## config.mk

```make
export PLATFORM = sky130hd
export DESIGN_NAME = ex_muldiv_unit
export DESIGN_NICKNAME = d
export VERILOG_FILES = /design/src/rtl/ex_muldiv_unit.sv
export SDC_FILE = /design/constraint.sdc
export NUM_CORES = 2
export LEC_CHECK = 0
export ABC_AREA = 1
export ABC_CLOCK_PERIOD_IN_PS = 33300
export BUFFER_PORTS_ARGS = -buffer_cell sky130_fd_sc_hd__buf_2
export CAP_MARGIN = 20
export CORE_ASPECT_RATIO = 1.5
export CORE_MARGIN = 3
export CORE_UTILIZATION = 45
export DETAILED_ROUTE_END_ITERATION = 12
export PLACE_DENSITY_LB_ADDON = 0.2
export SYNTH_ARGS = -nofsm -noshare
export SYNTH_HDL_FRONTEND = slang
export SYNTH_SLANG_ARGS = --single-unit
```

## constraint.sdc

```tcl
create_clock -name clk -period 33.3 [get_ports clk]
set_input_delay 9.99 -clock clk [delete_from_list [all_inputs] [get_ports clk]]
set_output_delay 9.99 -clock clk [all_outputs]
set_load 0.05 [all_outputs]
```

## src/rtl/ex_muldiv_unit.sv

```systemverilog
// Multi-cycle multiply / multiply-accumulate / divide unit for the EX stage.
// Multiplies take MUL_STAGES cycles; divides use radix-2 restoring, one quotient bit per cycle.
module ex_muldiv_unit #(
    parameter int WIDTH          = 32,
    parameter int MUL_STAGES     = 2,
    parameter int DIV_EARLY_TERM = 1
) (
    input  logic                 clk,
    input  logic                 rst,
    input  logic                 flush,
    input  logic                 start,
    input  logic [2:0]           op,
    input  logic [WIDTH-1:0]     a,
    input  logic [WIDTH-1:0]     b,
    input  logic [2*WIDTH-1:0]   hilo_in,
    output logic [2*WIDTH-1:0]   result,
    output logic                 busy,
    output logic                 done,
    output logic                 div_by_zero
);

    localparam int CW = $clog2(WIDTH);
    localparam logic [CW-1:0] MUL_CNT = CW'((MUL_STAGES > 1) ? MUL_STAGES - 2 : 0);
    localparam logic [CW-1:0] DIV_CNT = CW'(WIDTH - 1);

    typedef enum logic [1:0] {IDLE, MUL, DIV, FIN} state_t;

    state_t               state, state_nx;
    logic [2:0]           op_q;
    logic [WIDTH-1:0]     a_q, b_q;
    logic [2*WIDTH-1:0]   hilo_q;
    logic [CW-1:0]        cnt;
    logic [WIDTH-1:0]     rem_q, quo_q, bmag_q;
    logic                 negq_q, negr_q, dbz_q;

    logic                 accept, is_mul_op, div_signed;
    logic                 a_neg, b_neg, div_zero, div_short;
    logic [WIDTH-1:0]     a_mag, b_mag;

    assign busy        = (state == MUL) || (state == DIV);
    assign done        = (state == FIN);
    assign div_by_zero = dbz_q;

    assign accept     = start && !busy && !flush;
    assign is_mul_op  = (op[2:1] != 2'b11);
    assign div_signed = (op == 3'd6);
    assign a_neg      = div_signed && a[WIDTH-1];
    assign b_neg      = div_signed && b[WIDTH-1];
    assign a_mag      = a_neg ? -a : a;
    assign b_mag      = b_neg ? -b : b;
    assign div_zero   = (b == '0);
    assign div_short  = (DIV_EARLY_TERM != 0) && (a_mag < b_mag);

    // Multiplier reads the captured operands while in MUL; a single-stage
    // multiply has no MUL cycle and takes its operands straight from the inputs.
    logic                 m_sel_reg, m_sgn;
    logic [2:0]           m_op;
    logic [WIDTH-1:0]     m_a, m_b;
    logic [2*WIDTH-1:0]   m_hilo, m_ea, m_eb, prod, mul_val;

    assign m_sel_reg = (state == MUL);
    assign m_op      = m_sel_reg ? op_q   : op;
    assign m_a       = m_sel_reg ? a_q    : a;
    assign m_b       = m_sel_reg ? b_q    : b;
    assign m_hilo    = m_sel_reg ? hilo_q : hilo_in;
    assign m_sgn     = ~m_op[0];
    assign m_ea      = {{WIDTH{m_sgn & m_a[WIDTH-1]}}, m_a};
    assign m_eb      = {{WIDTH{m_sgn & m_b[WIDTH-1]}}, m_b};
    assign prod      = m_ea * m_eb;

    always_comb begin
        mul_val = prod;
        case (m_op[2:1])
            2'b01:   mul_val = m_hilo + prod;
            2'b10:   mul_val = m_hilo - prod;
            default: mul_val = prod;
        endcase
    end

    // One restoring step: shift in the next dividend bit, keep the difference if it did not borrow.
    logic [WIDTH:0]       shifted, diff;
    logic [WIDTH-1:0]     rem_nx, quo_nx, q_fix, r_fix;

    assign shifted = {rem_q, quo_q[WIDTH-1]};
    assign diff    = shifted - {1'b0, bmag_q};
    assign rem_nx  = diff[WIDTH] ? shifted[WIDTH-1:0] : diff[WIDTH-1:0];
    assign quo_nx  = {quo_q[WIDTH-2:0], ~diff[WIDTH]};
    assign q_fix   = negq_q ? -quo_nx : quo_nx;
    assign r_fix   = negr_q ? -rem_nx : rem_nx;

    always_comb begin
        state_nx = state;
        case (state)
            IDLE, FIN: begin
                state_nx = IDLE;
                if (accept) begin
                    if (is_mul_op)
                        state_nx = (MUL_STAGES == 1) ? FIN : MUL;
                    else if (div_zero || div_short)
                        state_nx = FIN;
                    else
                        state_nx = DIV;
                end
            end
            MUL, DIV: begin
                if (flush)
                    state_nx = IDLE;
                else if (cnt == '0)
                    state_nx = FIN;
            end
            default: state_nx = IDLE;
        endcase
    end

    // result only changes on the edge entering FIN, so a flush mid-operation leaves it intact.
    always_ff @(posedge clk) begin
        if (rst) begin
            state  <= IDLE;
            result <= '0;
            dbz_q  <= 1'b0;
            op_q   <= '0;
            a_q    <= '0;
            b_q    <= '0;
            hilo_q <= '0;
            cnt    <= '0;
            rem_q  <= '0;
            quo_q  <= '0;
            bmag_q <= '0;
            negq_q <= 1'b0;
            negr_q <= 1'b0;
        end else begin
            state <= state_nx;
            dbz_q <= 1'b0;
            if (accept) begin
                op_q   <= op;
                a_q    <= a;
                b_q    <= b;
                hilo_q <= hilo_in;
                if (is_mul_op) begin
                    cnt <= MUL_CNT;
                    if (MUL_STAGES == 1)
                        result <= mul_val;
                end else if (div_zero) begin
                    result <= {a, {WIDTH{1'b1}}};
                    dbz_q  <= 1'b1;
                end else if (div_short) begin
                    result <= {a, {WIDTH{1'b0}}};
                end else begin
                    rem_q  <= '0;
                    quo_q  <= a_mag;
                    bmag_q <= b_mag;
                    negq_q <= a_neg ^ b_neg;
                    negr_q <= a_neg;
                    cnt    <= DIV_CNT;
                end
            end else if (!flush) begin
                if (state == MUL) begin
                    cnt <= cnt - CW'(1);
                    if (cnt == '0)
                        result <= mul_val;
                end else if (state == DIV) begin
                    rem_q <= rem_nx;
                    quo_q <= quo_nx;
                    cnt   <= cnt - CW'(1);
                    if (cnt == '0)
                        result <= {r_fix, q_fix};
                end
            end
        end
    end

endmodule

```

==> impl_metrics.tcl <==
set metrics [dict create \
    syn_to_final_growth_pct 6.316 \
    post_dp_cell_area_mm2 0.06777 \
    slew_headroom 0.2522 \
    antenna_found_initial 8 \
    syn_area_mm2 0.06476 \
    worst_pin_slew_ns 1.121 \
    cp-end-kind "flop" \
    reg2reg_depth 51 \
    rows 169 \
    fin_worst_skew_ns 0.02617 \
    place_inst 10910 \
    hold_viol 0 \
    ys_ff_latch 301 \
    min_path_cells 2 \
    r2r_slack_ns 18.35 \
    cp-start-kind "input pin" \
    synth.net_count 10700 \
    drc 0 \
    stdcell_count 10980 \
    design.core.area_mm2 0.1421 \
    worstSetupPathType "input pin to flop" \
    ys_seq_area_frac 0.09305 \
    dieWidth_um 315.7 \
    slew_violations 0 \
    grt_pass1_vias 64510 \
    cts_hold_buf 0 \
    ios 202 \
    hpwlAfterDp_um 221000 \
    place_congestion 1.086 \
    ys_warn_count 0 \
    hp-start "op_q[0]" \
    reg2reg_to "result[62]" \
    clk_latency_ns 0.66 \
    ys_top_cells_by_area "fa_1 (35%), nand2_1 (13%), inv_1 (11%), dfxtp_1 (9.3%), ha_1 (6.8%)" \
    min_period_over_period 0.6733 \
    synth_edf_count 0 \
    dr.first_iter.drc_count 4945 \
    whs_endpoint "op_q[0]" \
    vias 61630 \
    first_pass_iters 6 \
    clk_path_buf_depth 3 \
    ys.flop_type "dfxtp_1" \
    syn-instance-count 9091 \
    setup_viol 0 \
    r2r_start "state[0]" \
    grt_use_total 0.3639 \
    cts_tree "done" \
    cts_setup_buffers 0 \
    clock_sinks 301 \
    critical_path.most_common_cell "nand2_1" \
    crit_slowest_cell "fa_2" \
    grt_pass1_wl_um 400200 \
    cp.required_ns 33.88 \
    post-route-min-period_ns 22.42 \
    netlist.top_cell.by_area "fa_1" \
    drt-wirelength-per-cell_um 24.66 \
    cts.clk_slew.worst_paths_ns 0.07 \
    grt_start_max_net_pins 133 \
    max_stage_delay_ns 0.69 \
    fmaxAchievable_mhz 44.60 \
    arrival_ns 23.00 \
    rsz0062_at_grt "no" \
    design.die.area_mm2 0.1486 \
    critPathMaxFanout 20 \
    synth_cell_type_count 64 \
    htreeDepth 1 \
    cts_buffers 31 \
    maxCapViolations 0 \
    drive_gt1_frac 0.06227 \
    nNetsFinal 10680 \
    fin_util 0.4845 \
    avgSynthCellArea_um2 7.123 \
    numPortBuffers 201 \
    synthArstFlopShare 0 \
    wl_um 270700 \
    hold_class "flop to flop" \
    status "finished clean" \
    final_antenna_net_count 0 \
    die-height_um 470.6 \
    final_area_mm2 0.06885 \
    cts_resized 0 \
    tns_ns 0 \
    viasPerCell 5.616 \
    synth_top_area_share 0.3484 \
    gr-total-overflow 0 \
    initial_core_util 0.4557 \
    clock-root-buffer "clkbuf_16" \
]
[registers in the layout (all words and copies together), names as in the netlist]
register / cells
bmag_q: 32
result: 64
op_q: 3
negq_q: 1
cnt: 5
a_q: 32
state: 2
quo_q: 32
hilo_q: 64
b_q: 32
negr_q: 1
rem_q: 32
div_by_zero: 1
[cell usage in the layout, fill, tap and decap left out, types with 8 or more instances in the layout]
cell type  synthesis  routed
nor4_1            20      20
nand2_1         2180    2180
dfxtp_1          301     301
clkinv_2           0       9
nor3_1            65      64
o211ai_1          42      42
o21ai_2           10      46
nor2_1           960     958
o21a_1            13      13
o31ai_1           13      13
ha_1             350     347
or2_2             21      21
inv_1           1861    1857
a31oi_1           64      64
nand3b_1          20      20
a21o_1            18      18
o21ai_4            2      12
nor2_2            22      22
a21oi_2            8       9
a21oi_1          479     478
fa_1            1127    1126
o21bai_1          10      10
nand2_2           34      34
nand3_1          212     211
inv_2             18      18
buf_2              7     202
o221ai_1           8       8
clkinv_1          10      11
xor2_1           176     176
o21ai_1           57      30
buf_4              3     103
nor3_2             8       9
nand4_1           55      55
xnor2_1           57      57
clkbuf_16          0      31
o21ai_0          441     422
[synthesized netlist by cell type (all sizes together), types with 13 or more instances]
| cell type | instances |
|---|---|
| o31ai | 13 |
| xnor2 | 57 |
| a31oi | 64 |
| nor3 | 73 |
| nor4 | 21 |
| dfxtp | 301 |
| a21oi | 487 |
| nor2 | 985 |
| nand2 | 2218 |
| o21a | 13 |
| clkbuf | 309 |
| ha | 350 |
| xor2 | 178 |
| inv | 1879 |
| buf | 56 |
| or2 | 25 |
| nand3b | 20 |
| o211ai | 42 |
| nand3 | 218 |
| nand4 | 56 |
| a21o | 18 |
| o21ai | 510 |
| fa | 1127 |
[stage by stage]
step / setup slack (ns) / hold slack [ns]
after floorplan: 13.87 / 0.4292
after global placement: 10.14 / 0.4463
after detailed placement: 10.51 / 0.4502
after CTS: 11.14 / 0.4607
after global routing: 10.43 / 0.4831
final: 10.88 / 0.4565
[kinds of logic after synthesis]
kind of cell,count (synthesis),share of synthesized area
compound gates,1201,0.1014
xor+xnor,235,0.03201
fa+ha+maj,1477,0.4160
buf+inv,2254,0.1319
flops,301,0.09305
mux,2,0.0003091
simple gates,3621,0.2252
[per-layer routing]
metal,vias to the layer above,routed length (µm),track usage
met5,-,9,0
met4,2,32100,0.3363
met3,1184,18800,0.05331
met2,3040,130500,0.6281
met1,30040,89230,0.3774
li1,27370,-,-
[worst max-delay path by stage]
stage	startpoint	endpoint	slack, ns	depth (start not counted)
after global placement	b[1]	result[62]	10.14	49
after detailed placement	a[31]	result[62]	10.51	49
final	a[31]	result[62]	10.88	49
after CTS	a[31]	result[62]	11.14	49
after global routing	a[31]	result[62]	10.43	49
after floorplan	a[31]	result[63]	13.87	53
[critical path: cells and delay by family]
family,cells,cell delay [ns]
AND/OR/NAND/NOR,21,3.97
adder cells (fa/ha/maj),10,5.27
buffers and inverters,8,1.24
XOR/XNOR,1,0.33
AO/OA/AOI/OAI,9,2.12
[final cells by class]
cell class	instances	area (µm²)
Antenna cell	5	12.51
Clock buffer	36	834.6
Clock inverter	22	231.5
Fill cell	14490	73250
Inverter	1889	7104
Multi-Input combinational cell	6536	50500
Sequential cell	301	6026
Tap cell	1881	2354
Timing Repair Buffer	305	1784
Power is left out: the tool's default activity adds up to more than one toggle a clock period on the data nets, which glitch-free logic cannot reach.
